### src/rtl/sd_access_arb.sv
// sd_access_arb: round-robin arbiter that shares one SD block engine between two requesters.
// Define SD_ARB_TIMEOUT_EN to compile in the RUN-state watchdog (limit TIMEOUT cycles).
module sd_access_arb #(
    parameter int unsigned ADDR_W  = 32,
    parameter logic [23:0] TIMEOUT = 24'd12_000_000
) (
    input  logic              clk,
    input  logic              rst,
    input  logic              init_ok,
    input  logic              req0,
    input  logic              req1,
    input  logic              op0,
    input  logic              op1,
    input  logic [ADDR_W-1:0] addr0,
    input  logic [ADDR_W-1:0] addr1,
    output logic              gnt0,
    output logic              gnt1,
    output logic              done0,
    output logic              done1,
    output logic              err0,
    output logic              err1,
    output logic              eng_start,
    output logic              eng_op,
    output logic [ADDR_W-1:0] eng_addr,
    output logic              eng_abort,
    input  logic              eng_done,
    input  logic              eng_err,
    output logic              busy
);
    typedef enum logic [1:0] {IDLE, ISSUE, RUN, COMPLETE} state_t;
    state_t state, state_nx;
    logic sel, last, err_q, grant, pick, tmo;
    assign grant = init_ok & (req0 | req1);
    // On a tie the port that was not served last wins
    assign pick  = (req0 & req1) ? ~last : req1;
`ifdef SD_ARB_TIMEOUT_EN
    logic [23:0] cnt;
    always_ff @(posedge clk) begin
        if (rst || state == ISSUE)
            cnt <= '0;
        else if (state == RUN && cnt != '1)
            cnt <= cnt + 24'd1;
    end
    assign tmo = (cnt == TIMEOUT - 24'd1);
`else
    logic unused_timeout;
    assign unused_timeout = ^TIMEOUT;
    assign tmo = 1'b0;
`endif
    always_comb begin
        state_nx  = state;
        eng_abort = 1'b0;
        case (state)
            IDLE:  if (grant) state_nx = ISSUE;
            ISSUE: state_nx = RUN;
            RUN: begin
                if (eng_done)
                    state_nx = COMPLETE;
                else if (!init_ok || tmo) begin
                    state_nx  = COMPLETE;
                    eng_abort = !rst;
                end
            end
            default: state_nx = IDLE;
        endcase
    end
    always_ff @(posedge clk) begin
        if (rst) begin
            state    <= IDLE;
            sel      <= 1'b0;
            last     <= 1'b1;
            err_q    <= 1'b0;
            eng_op   <= 1'b0;
            eng_addr <= '0;
        end else begin
            state <= state_nx;
            if (state == IDLE && grant) begin
                sel      <= pick;
                last     <= pick;
                eng_op   <= pick ? op1 : op0;
                eng_addr <= pick ? addr1 : addr0;
            end
            // Only the value written on the RUN exit cycle reaches COMPLETE
            if (state == RUN)
                err_q <= eng_done ? eng_err : 1'b1;
        end
    end
    assign busy      = (state != IDLE);
    assign eng_start = (state == ISSUE);
    assign gnt0      = busy & ~sel;
    assign gnt1      = busy & sel;
    assign done0     = (state == COMPLETE) & ~sel;
    assign done1     = (state == COMPLETE) & sel;
    assign err0      = done0 & err_q;
    assign err1      = done1 & err_q;
endmodule

### config.mk
export PLATFORM = sky130hd
export DESIGN_NAME = sd_access_arb
export DESIGN_NICKNAME = d
export VERILOG_FILES = /design/src/rtl/sd_access_arb.sv
export SDC_FILE = /design/constraint.sdc
export NUM_CORES = 1
export LEC_CHECK = 0
export ABC_AREA = 1
export CAP_MARGIN = 20
export CORE_ASPECT_RATIO = 0.8
export CORE_UTILIZATION = 43
export DETAILED_ROUTE_END_ITERATION = 16
export GPL_TIMING_DRIVEN = 1
export HOLD_SLACK_MARGIN = 0.02
export PLACE_DENSITY = 0.9
export RECOVER_POWER = 25
export SYNTH_ARGS = -nofsm -noshare
export SYNTH_HDL_FRONTEND = slang
export SYNTH_SLANG_ARGS = --single-unit
### constraint.sdc
create_clock -name clk -period 3.5 [get_ports clk]
set_input_delay 0.525 -clock clk [delete_from_list [all_inputs] [get_ports clk]]
set_output_delay 0.525 -clock clk [all_outputs]
set_load 0.01 [all_outputs]
After elaboration in Yosys (flattened, before gate mapping)
Index checks and enable logic that the tools add are counted.
{"block": "word_totals", "ff_bits": 38, "inputBits": 73, "out_inout_bits": 42, "wordCells": 38}
{"block": "classes", "n_eq_ne": 5, "muxes": 11, "n_bitwise": 11, "reduce_logical": 5}
{"operator": "$mux W32", "n": 1}
{"operator": "$and A1 B1 Y1", "n": 8}
{"operator": "$mux W1", "n": 6}
{"operator": "$mux W2", "n": 3}
{"operator": "$pmux W2 S3", "n": 1}
{"operator": "$eq A2 B2 Y1 const B", "n": 2}
{"operator": "$ne A3 B3 Y1 const B", "n": 1}
{"operator": "$eq A2 B1 Y1 const B", "n": 1}
{"operator": "$logic_not A2 Y1", "n": 1}
{"operator": "$ne A2 B2 Y1 const B", "n": 1}
{"operator": "$not A1 Y1", "n": 2}
{"operator": "$reduce_and A2 Y1", "n": 1}
{"operator": "$reduce_bool A2 Y1", "n": 1}
{"operator": "$logic_and A1 B1 Y1", "n": 1}
{"operator": "$logic_not A1 Y1", "n": 1}
{"operator": "$or A1 B1 Y1", "n": 1}

Logic depth before layout (Yosys ltp)
Gate-level depths: netlist of run 1.
{"block": "depth", "word_depth": 4, "mapped_depth": 9, "ltp_nobuf": 7}

Least setup slack after synthesis of run 1
Ideal clock, no wire load.
{"block": "synth_timing", "path_type": "reg2out", "startpoint": "register state[0]", "endpoint": "output eng_abort", "t_arrival_ps": 1038, "required_ps": 2975, "setup_slack_ps": 1937, "path_stages_with_launch": 5, "n_path_buf": 0, "cell_sequence": "dfxtp_1 inv_1 ha_1 inv_1 nor4_1"}
{"block": "synth_via", "elab_chain_len": 2}
{"item": "start: declaration", "line_no": "31", "rtl": "state_t state, state_nx;"}
{"item": "start signal: assignment", "line_no": "76", "rtl": "state <= state_nx;"}
{"item": "$eq A2 B2 Y1", "line_no": "53", "rtl": "case (state)"}
{"item": "$mux W1", "line_no": "53"}
{"item": "end: declaration", "line_no": "25", "rtl": "output logic eng_abort,"}
Every way passes these cells.

Final worst setup path of run 1
{"block": "layout_timing", "startpoint": "input eng_done", "endpoint": "output eng_abort"}
{"block": "layout_via", "elab_chain_len": 2}
{"item": "start: declaration", "line_no": "26", "rtl": "input logic eng_done,"}
{"item": "$mux W1", "line_no": "57", "rtl": "if (eng_done)"}
{"item": "$mux W1", "line_no": "53"}
Every way passes these cells.

==> results.md, run 1 <==
- The run finished with clean final reports.
- The startpoint of the worst-slack reg-to-reg timing path is state[0].
- In the routed layout, each cell is associated on average with a via count of ~4.3.
- The startpoint of the lowest-slack hold path is err_q.
- The classification of the worst setup path is in -> out.
- The startpoint kind of the worst setup timing path is an input port.
- The vias after detailed routing is about 2400.
- CTS built an H-tree with a depth of 2.
- The mapped netlist covers about 2200 um2.
- The global placer's final weighted congestion is around 0.76.
- The portion of the clock cycle consumed by the worst path in the final layout is 71.2%.
- The instance area after placement is ~3400 um2.
- The pin count of the biggest net entering global routing is 67.
- The synthesized netlist contains 20 unique library cells.
- The number of global-route vias before repair was about 2100.
- The total non-filler cell area in the finished layout is roughly 3400 um2.
- Between clock sinks in the finished design, the worst skew comes to ~0.0042 ns.
- The number of antenna-violating nets in the routed design is 0.
- In this run the worst hold path is classified as reg -> reg.
- The number of buffers inserted to repair setup after CTS is 0.
- The worst endpoint required time is slightly below 3 ns.
- For the worst flop-to-flop path, the logic depth is 7.
- The commonest non-fill, non-tap cell in the layout is sky130_fd_sc_hd__nand2_1.
- In the final design database the tool counted 582 nets.
- Dividing the detail-routed wire length by the instance count gives 9.40 um.
- The post-layout minimum cycle time is 2.49 ns.
- The I/O pin count is between 100 and 150.
- The floorplan step set the die width to between 80 and 90 um.
- The number of hold buffers added after cts is 0.
- The post-detailed-routing wire length is between 5000 and 6000 um.
- Input and output buffers added on the ports amount to 114.
- The placeable core region is between 4000 and 5000 um2.
- For this design the ratio of total power to cell area is 489 nW/um2.
- Global routing consumed, on the met3 layer, under 10% of the routing resources.
- The number of pins with negative max-slew slack in the final report was 0.
- The reg-to-reg critical path endpoint is eng_addr[1].
- The post-synthesis area per instance is roughly 5.5 um2.
- The clock insertion delay at the later pin of the skew report is approximately 0.27 ns.
- The slew at the pin closest to its max-slew limit is about 0.7 ns.
- Setup violations remaining at the end of the flow were counted as 0.
- The floorplan step defined a die boundary enclosing 5420 um2.
- Counting every net in the synthesized netlist gives roughly 480.
- The met1 routing resource usage after global routing is about a fifth.
- Across the VDD grid, the largest voltage drop is between 200 and 300 uV.
- The end of the worst hold path is err_q.
- The number of buffers created by CTS is 5.
- Clock tree synthesis found a total of 38 sinks.
- The layout filler cell count is 403.
- The first detailed-routing pass ran for 4 iterations.
- The count of maximum capacitance violations is 0.
- The number of antenna violations at the first check in global routing is 0.
- The register-to-register path setup slack is 1.64 ns.
- The buffer levels on the longest clock path is 2.
- Setup slack closes at ~1 ns.
- After synthesis the netlist holds a flip-flop and latch count of 38.
- For this run, the number of Yosys warnings is 0.
- The number of hold violations in the final report is 0.
- 0 antenna diodes ended up in the layout.
- The kind of end point of the critical path is a primary output.
- The arrival time of the worst setup path is around 2 ns.
- The starting density of the core is between 40% and 50%.
- The cell count after synthesis is roughly 400.
- The cell row count is 22.
- In this run the tightest slew margin relative to its limit is 52.1%.
- The area growth from synthesis to layout is 55.8%.
- TritonCTS built the clock tree.
- The library cells used most frequently in the layout, excluding fill and tap cells, are 140 x sky130_fd_sc_hd__nand2_1, 105 x sky130_fd_sc_hd__nor2_1, 94 x sky130_fd_sc_hd__clkdlybuf4s50_1.
- In the final layout, the multi-input gates occupy 1070 um2.
- The overall fraction of global-route tracks in use is 20.5%.
- The post-detailed-route DRC marker count is 0.
- For this run, global-route usage on met2 was measured as 38.7%.
- After clock tree synthesis, the clock-pin slew on the worst setup and hold paths is ~0.070 ns.
- The number of cells on the worst hold path is 2.
- At the placement stage, the worst setup path has a slack of about 1.1 ns.
- The clock root buffer is sky130_fd_sc_hd__clkbuf_8.
- In this run the worst path has a maximum fanout of 2.
- The first global-routing pass estimated between 8000 and 9000 um of wire.
- For this run the aggregate overflow at the end of global routing stands at 0.
- Setup repair after global routing left no endpoint under its margin.
- The setup total negative slack is 0 ns.
- After synthesis, flip-flops and latches occupy between 30% and 40% of the total area.
- The storage element area is roughly 760 um2.
- The tightest hold path in the finished design has a slack of about 0.48 ns.
- Of the cells placed in the final design, the portion with a size suffix greater than 1 is around 2.8%.
- The number of design-rule violations left by the first detailed-router iteration is 55.
- The number of gates resized after CTS was 0.
- The busiest layer in global routing is met2.
- The overall die height is 66.0 um.
- The maximum clock frequency is 0.401 GHz.
- In this run the static leakage power is roughly 1.8 nW.
- The half-perimeter wire length of the detailed placement result is ~4000 um.
## synthesized netlist by cell type, drive strengths merged
cell type	number	share of area (%)
nand3	3	0.68
nand4	1	0.28
o21ai	3	0.68
inv	77	13
ha	4	2.3
buf	14	3.4
dfxtp	38	35
nor3	1	0.23
clkinv	1	0.17
a21oi	4	0.91
nand2	142	24
clkbuf	3	0.51
nor4	1	0.28
nor2	107	19
## worst max path at each step
stage	from	end	slack [ns]	cells after the start
3_3_place_gp	init_ok	eng_abort	1.14	3
3_5_place_dp	init_ok	eng_abort	1.09	3
4_1_cts	init_ok	eng_abort	1.09	3
2_1_floorplan	state[0]	eng_abort	1.94	4
5_1_grt	eng_done	eng_abort	0.89	3
6_report	eng_done	eng_abort	1.01	3
## critical path: stages
cell and delay (ns):
sky130_fd_sc_hd__dlygate4sd3_1 0.55, sky130_fd_sc_hd__nor4_1 0.30, sky130_fd_sc_hd__clkdlybuf4s50_1 0.59
## cells by family after synthesis
group                      Yosys count  share of synthesized area [%]
and+or+nand+nor                    255                           44.4
DFF                                 38                           34.5
AOI/OAI and AO/OA                    7                           1.59
buffers and inverters               95                           17.2
adders and majority gates            4                           2.27
## where the power goes
part / internal [mW] / switching (mW)
logic: 0.386 / 0.417
clock network: 0.152 / 0.135
registers: 0.537 / 0.0513
total: 1.07 / 0.604
## layout make-up
type / instances / area share [%]
inverters: 78 / 8.52
repair buffers: 116 / 33.7
multi-input cells: 266 / 31.1
flip-flops and latches: 38 / 22.1
clock buffers: 6 / 2.40
well taps: 60 / 2.19
## registers in the layout, indices dropped and copies added (netlist names)
register / count
err_q: 1
eng_op: 1
eng_addr: 32
sel: 1
last: 1
state: 2
## metrics by stage
step / instances / power, mW / utilization [%]
2_1_floorplan: 399 / 1.06 / -
4_1_cts: 564 / 1.72 / 72.1
3_3_place_gp: 558 / 1.40 / 70.4
6_report: 564 / 1.68 / 72.1
3_5_place_dp: 558 / 1.43 / 70.4
5_1_grt: 564 / 1.83 / 72.1
## routing by layer
layer | up-vias | routed length [um]
met5 | - | 0
met4 | 0 | 27
met3 | 2 | 528
met2 | 79 | 2540
met1 | 1004 | 2210
li1 | 1335 | -
(Power assumes the default switching activity.)
==> inputs of run 2 (changes only) <==
- CORE_UTILIZATION: 43 -> 40
- PLACE_DENSITY: 0.9 -> 0.85
- clock period: 3.5 -> 2.5 ns (I/O delays scaled with it)
==> run 2 against run 1 <==
Total power increased by 40%. Global-route usage decreased by 1.4 points. Final cell count increased by 0.71%.
==> results.md, run 2 (synthesized netlist as in run 1, its figures left out) <==
- Summed over all failing endpoints, the final setup total negative slack is 0 ns.
- After detailed routing, the number of remaining DRC violations is 0.
- The number of antenna-violating nets in the routed design is 0.
- The detailed router placed 2390 vias in this run.
- The overall fraction of global-route tracks in use is 19.1%.
- The setup path with the least slack is of type reg -> out.
- Summed over all layers, the global routing overflow is 0.
- The count of buffers added on input and output ports is ~110.
- The library cell used most frequently in the layout, excluding fill and tap cells, is sky130_fd_sc_hd__nand2_1.
- The pin count of the biggest net entering global routing is a little under 50.
- Overall power consumption after layout is estimated at 2.35 mW.
- The starting density of the core is approximately 43%.
- Dividing the detail-routed via count by the number of cells gives 4.21.
- Data on the critical path arrives at its endpoint at roughly 1.8 ns.
- Of all nets on the critical path, the largest fanout is 4.
- The worst setup path is launched from a register.
- The number of cell instances on the worst register-to-register path is 8.
- The post-layout minimum cycle time is about 2.2 ns.
- The slew at the pin closest to its max-slew limit is 0.669 ns.
- For the worst setup path, the data required time is between 2 and 2.5 ns.
- More flip-flops sit in one register than any other, and that register is eng_addr.
- The average routed wire per standard cell is approximately 9.4 um.
- The CTS tree is built.
- The global placer's final weighted congestion is 0.739.
- The worst clock skew on the final layout is approximately 0.0023 ns.
- Setup repair after global routing left no endpoint under its margin.
- The peak ir drop on the vdd network is 307 uV.
- The overall die height is about 68 um.
- The share of layout cells above drive strength 1 is 2.77%.
- The type of the worst min-delay path is reg -> reg.
- The I/O pin count is between 100 and 150.
- The total of endpoints with negative setup slack in the final report is 0.
- The cell count after placement is ~560.
- The total number of nets in the final design is roughly 600.
- In the final layout, the registers with the most flip-flops are eng_addr (32), state (2).
- The total iterations of the first detailed-routing run is 4.
- The die covers ~5800 um2.
- The post-detailed-routing wire length is ~5300 um.
- The number of global-route vias before repair is ~2100.
- The synthesis-to-layout area growth is 57.1%.
- The die is ~85 um wide.
- The H-tree depth reported by CTS is 2.
- In this run the static leakage power is ~1.8 nW.
- The count of cells in the finished layout, fillers not included, comes to about 570.
- The cell row count is 23.
- The total inserted antenna cells is 0.
- Clock-pin slew was measured on the worst setup and hold paths at 0.07 ns.
- The region available for standard cell placement spans 5150 um2.
- The power density normalized to cell area is ~680 nW/um2.
- The kind of end point of the critical path is a primary output.
- The register with the most flip-flops in the layout has 32 of them.
- The number of cells on the worst hold path is 2.
- The critical path's slowest cell is sky130_fd_sc_hd__clkdlybuf4s50_1.
- The critical path contains buffers and inverters numbering 3 combined.
- The number of hold buffers added after CTS was 0.
- The HPWL after detailed placement is 3840 um.
- The first global-routing pass estimated between 8000 and 9000 um of wire.
- The relative max-transition margin is roughly 55%.
- The number of setup buffers added after CTS is 0.
- The clock net in this run drives a total of 38 sinks.
- The final setup slack of the worst path is 0.333 ns.
- The clock root buffer is sky130_fd_sc_hd__clkbuf_8.
- The quantity of gates resized following cts is 0.
- The number of antenna violations at the first check in global routing is 0.
- The flow ran to the end, and the final reports show no timing, DRC or antenna violations.
- The number of pins with negative max-slew slack in the final report is 0.
- Walking the worst path, the cells encountered are inv_1, ha_1, inv_1, nor4_1, clkdlybuf4s50_1.
- The count of maximum capacitance violations is 0.
- Leaving out fill and tap cells, the most frequent cells in the layout are 140 x sky130_fd_sc_hd__nand2_1, 105 x sky130_fd_sc_hd__nor2_1, 96 x sky130_fd_sc_hd__clkdlybuf4s50_1.
- The clock insertion delay at the later pin of the skew report is 0.27 ns.
- The number of buffers created by CTS is 5.
- The buffer levels on the longest clock path is 2.
- The cell that appears most often on the critical path is sky130_fd_sc_hd__inv_1.
- On the worst path, the slowest cell contributes a delay of about 0.58 ns.
- Grouping stages by cell kind, the critical path spends the most delay in buffers and inverters.
- Counting the fill cells in the layout gives ~480.
- Before CTS, the worst setup slack after placement is around 0.41 ns.
- Counting buffers and inverters, the worst setup path is 5 cells deep.
- The number of hold violations in the final report is 0.
- Static timing analysis puts the maximum clock frequency at between 0.4 and 0.5 GHz.
- The portion of the clock cycle consumed by the worst path in the final layout is 86.7%.
- After the first detailed-routing iteration, the DRC count stood at a little under 70.
run 2: cell count changes in the layout (fill, tap and decap cells not counted):
cell and delta:
sky130_fd_sc_hd__clkbuf_1 +2, sky130_fd_sc_hd__clkbuf_8 -1, sky130_fd_sc_hd__dlygate4sd3_1 -2, sky130_fd_sc_hd__clkdlybuf4s50_1 +2, sky130_fd_sc_hd__buf_12 +2, sky130_fd_sc_hd__o21ai_0 +1
sky130_fd_sc_hd__o21ai_1 -1, sky130_fd_sc_hd__buf_4 -1
run 2: per-layer routing:
layer  global-route usage, %  vias to the layer above  wire [um]
li1                        -                     1334          -
met1                    20.5                      979       2410
met2                    35.6                       75       2420
met3                    8.44                        2        466
met4                    3.81                        0         19
met5                       0                        -          0
run 2: power by group:
| group | switching [mW] | leakage [nW] | total [mW] | internal (mW) |
|---|---|---|---|---|
| Sequential | 0.0727 | 0.313 | 0.824 | 0.752 |
| Combinational | 0.585 | 1.48 | 1.14 | 0.560 |
| Clock | 0.190 | 0.0383 | 0.382 | 0.192 |
run 2: layout make-up:
type | instances | area, um2 | share of cell area, %
clock buffer | 7 | 76.3 | 2.20
inverter | 78 | 293 | 8.45
sequential | 38 | 761 | 22.0
timing repair buffer | 117 | 1190 | 34.3
tap | 62 | 77.6 | 2.24
multi-input combinational | 266 | 1070 | 30.8
run 2: final timing paths:
kind | startpoint | to | slack, ns
max | state[0] | eng_abort | 0.33
min | last | last | 0.48
max reg2reg | state[0] | eng_addr[10] | 0.80
min reg2reg | last | last | 0.48
run 2: metrics by stage:
stage	hold WS (ns)	utilization, %	cell area, um2
global placement	0.456	65.8	3390
detailed placement	0.461	65.8	3390
finish	0.478	67.2	3460
global route	0.531	67.2	3460
CTS	0.479	67.2	3460
floorplan	0.437	-	2200
run 2: worst reg2reg max path: stages, from the launching register on:
cell	delay (ns)
sky130_fd_sc_hd__dfxtp_1	0.33
sky130_fd_sc_hd__inv_1	0.10
sky130_fd_sc_hd__ha_1	0.33
sky130_fd_sc_hd__inv_2	0.10
sky130_fd_sc_hd__nor2_4	0.28
sky130_fd_sc_hd__buf_12	0.21
sky130_fd_sc_hd__nand2_1	0.08
sky130_fd_sc_hd__nor2_1	0.12
sky130_fd_sc_hd__nor2_1	0.05
==> inputs of run 3 (changes only) <==
- CORE_MARGIN: default -> 2
- GPL_TIMING_DRIVEN: 1 -> 0
- clock period: 2.5 -> 2.41 ns (I/O delays scaled with it)
==> run 3 against run 2 <==
Total power grew 6.8%. Flip-flop and latch count is the same. Sequential share of layout area shrank 0.29 points. Core utilization shrank 1.9 points. Non-clock buffer count grew 14. Clock power grew 19%. Clock skew grew 0.0022 ns. Critical endpoint unchanged.
==> results.md, run 3 (synthesized netlist as in run 1, its figures left out) <==
- In the final layout, the multi-input gates occupy around 1100 um2.
- The library cell used most frequently in the layout, excluding fill and tap cells, is sky130_fd_sc_hd__nand2_1.
- The overall fraction of global-route tracks in use is ~20%.
- The end point of the critical path is eng_abort.
- The tree built by TritonCTS fans out to 38 sinks.
- The portion of the clock cycle consumed by the worst path in the final layout is between 90 and 100%.
- The number of design-rule violations left by the first detailed-router iteration is 75.
- Entering global routing, the biggest net connects 12 pins.
- The power density normalized to cell area is 715 nW/um2.
- The placeable core region is approximately 5400 um2.
- The half-perimeter wire length of the detailed placement result is ~4600 um.
- The filler cells instantiated in the layout total roughly 500.
- In the final design database the tool counted 597 nets.
- At the pin with the least slew margin, the transition time is 0.463 ns.
- The classification of the worst setup path is reg -> out.
- The tool flagged a number of max-cap violations equal to 0.
- The number of pins with negative max-slew slack in the final report is 0.
- The min-delay analysis places its worst path in the category reg -> reg.
- The reg-to-reg critical path endpoint is eng_addr[3].
- The critical path crosses 5 cells after its start point.
- The most critical setup path has its startpoint at state[0].
- Once the floorplan was initialized, standard cells occupied 41.0% of the core.
- The mean number of vias per cell is around 4.3.
- For this design the top-level I/O count stands at between 100 and 150.
- The post-layout minimum cycle time is 2.24 ns.
- Among all stages on the critical path, the largest delay is contributed by sky130_fd_sc_hd__clkdlybuf4s50_1.
- The number of buffers inserted to repair setup after CTS is 0.
- The run finished with clean final reports.
- For this design the static power due to leakage is 1.86 nW.
- The global placer's final weighted congestion is roughly 0.8.
- STA classifies the critical path endpoint as a primary output.
- The core occupancy in the finished layout is about two thirds.
- Counting stages on the worst path, the most repeated cell is sky130_fd_sc_hd__inv_1.
- The H-tree was split into 2 levels.
- The largest registers in the layout are eng_addr (32), state (2).
- The register-to-register path setup slack is between 0.3 and 0.4 ns.
- The synthesis-to-layout area growth is 59.2%.
- The peak ir drop on the vdd network is just under 300 uV.
- The sequential cell fraction of total power is between 30% and 40%.
- The detail route stage leaves a number of antenna-violating nets equal to 0.
- The library cells used most frequently in the layout, excluding fill and tap cells, are 141 x sky130_fd_sc_hd__nand2_1, 106 x sky130_fd_sc_hd__nor2_1, 99 x sky130_fd_sc_hd__clkdlybuf4s50_1.
- The routed layout has 2509 vias.
- The startpoint kind of the worst setup timing path is a register.
- Counting both buffers and inverters, the worst setup path holds a total of 3.
- Wires add up to roughly 6000 um.
- The met1 routing resource usage after global routing is roughly 25%.
- In the global route stage, met2 resource usage came out at between 30% and 40%.
- Clock-pin slew was measured on the worst setup and hold paths at around 0.07 ns.
- Setup repair after global routing left no endpoint under its margin.
- The die is just under 90 um wide.
- The relative max-transition margin is ~69%.
- Of the total power, the clock network draws 18.0%.
- Global routing used roughly 5.6% of the available met3 tracks.
- The area of the die is around 6100 um2.
- The maximum net fanout on the critical path is 4.
- The clock passes through at most 2 buffers.
- The number of clock buffers added by TritonCTS is 5.
- The pre-antenna-repair detailed-routing pass consisted of 4 iterations.
- The worst endpoint required time is roughly 2.1 ns.
- The overall die height is 70.4 um.
- The total of endpoints with negative setup slack in the final report is 0.
- The kind of cell with the highest combined delay along the critical path is buffers and inverters.
- Cells with a size suffix above 1 make up 4.41% of the layout.
- Walking the worst path, the cells encountered are inv_1, ha_1, inv_1, nor4_1, clkdlybuf4s50_1.
- After detailed routing, the number of remaining DRC violations is 0.
- The number of antenna violations at the first check in global routing is 0.
- Registers take 761 um2.
- The startpoint of the worst-slack reg-to-reg timing path is state[0].
- Clock tree synthesis selected as its root buffer the cell sky130_fd_sc_hd__clkbuf_8.
- The number of cell instances on the worst register-to-register path is 9.
- The number of hold violations in the final report came to 0.
- The CTS tree is built.
- The delay of the slowest cell on the worst path is 0.59 ns.
- The register with the highest flop count is eng_addr.
- The analysis attributes to net switching a power of about 920 uW.
- The combinational group share of total power is between 40% and 50%.
- After global routing the overflow that remains totals 0.
- The number of flip-flops under the largest register name is 32.
- The floorplan has 24 rows.
- The wire length of the first global-routing pass is between 9000 and 10000 um.
- After clock tree synthesis, the repair step resized 0 gates.
- After detailed routing, the average wire length per cell comes to slightly above 10 um.
- Static timing analysis puts the maximum clock frequency at 0.446 GHz.
- 0 antenna diodes ended up in the layout.
- The number of global-route vias before repair is 2351.
- Buffers placed on the I/O ports in this run total ~110.
- Net switching is between 30% and 40% of the power.
- The setup total negative slack is 0 ns.
- The number of hold buffers added after cts is 0.
- The clock reaches the later pin of the worst-skew pair after ~0.29 ns.
- Between clock sinks in the finished design, the worst skew comes to between 0.004 and 0.005 ns.
- Cell internal power was estimated by the tool at 1.59 mW.
- The global routing stage identified its most utilized layer as met2.
- The arrival time of the worst setup path is around 1.9 ns.
[run 3: cell count changes in the layout (fill, tap and decap cells not counted), sizes merged]
cell,previous run,this run
buf,3,13
clkbuf,7,11
clkdlybuf4s50,96,99
clkinv,1,3
dlygate4sd3,18,15
inv,77,76
[run 3: metrics by stage]
stage | setup WS (ns) | area (um2) | hold slack (ns) | std cells | total power [mW]
after floorplan | 1.01 | 2200 | 0.431 | 399 | 1.54
after CTS | 0.146 | 3520 | 0.476 | 586 | 2.57
after global routing | 0.0388 | 3510 | 0.486 | 586 | 2.73
after detailed placement | 0.271 | 3430 | 0.465 | 578 | 2.11
final | 0.169 | 3510 | 0.474 | 586 | 2.51
after global placement | 0.275 | 3430 | 0.454 | 578 | 2.07
[run 3: worst min-delay path by stage]
stage / startpoint / cells after the start / end
2_1_floorplan: rst / 1 / err_q
3_3_place_gp: last / 2 / last
3_5_place_dp: err_q / 2 / err_q
4_1_cts: err_q / 2 / err_q
5_1_grt: err_q / 2 / err_q
6_report: err_q / 2 / err_q
[run 3: final cells by class]
cell class	instances	area share (%)
buffer	17	2.42
clock buffer	7	2.46
clock inverter	1	0.143
inverter	78	8.34
multi-input combinational	266	30.1
sequential	38	21.7
tap	65	2.32
timing repair buffer	114	32.5
[run 3: metal layers]
metal  share of wire (%)  wire, um
met3                 7.4       446
met5                   0         0
met1                  45      2690
met4                 1.3        78
met2                  46      2770
[run 3: tightest hold or removal path: cells and delay by family (launching register included)]
kind / cells / cell delay (ns)
compound gates: 1 / 0.06
simple gates: 1 / 0.06
flops: 1 / 0.31
[run 3: power groups by stage]
stage | sequential, mW | combinational, mW | clock (mW)
after floorplan | 0.927 | 0.609 | 0
after global placement | 0.870 | 1.20 | 0
after detailed placement | 0.877 | 1.23 | 0
after CTS | 0.863 | 1.24 | 0.463
after global routing | 0.879 | 1.36 | 0.491
final | 0.859 | 1.20 | 0.453
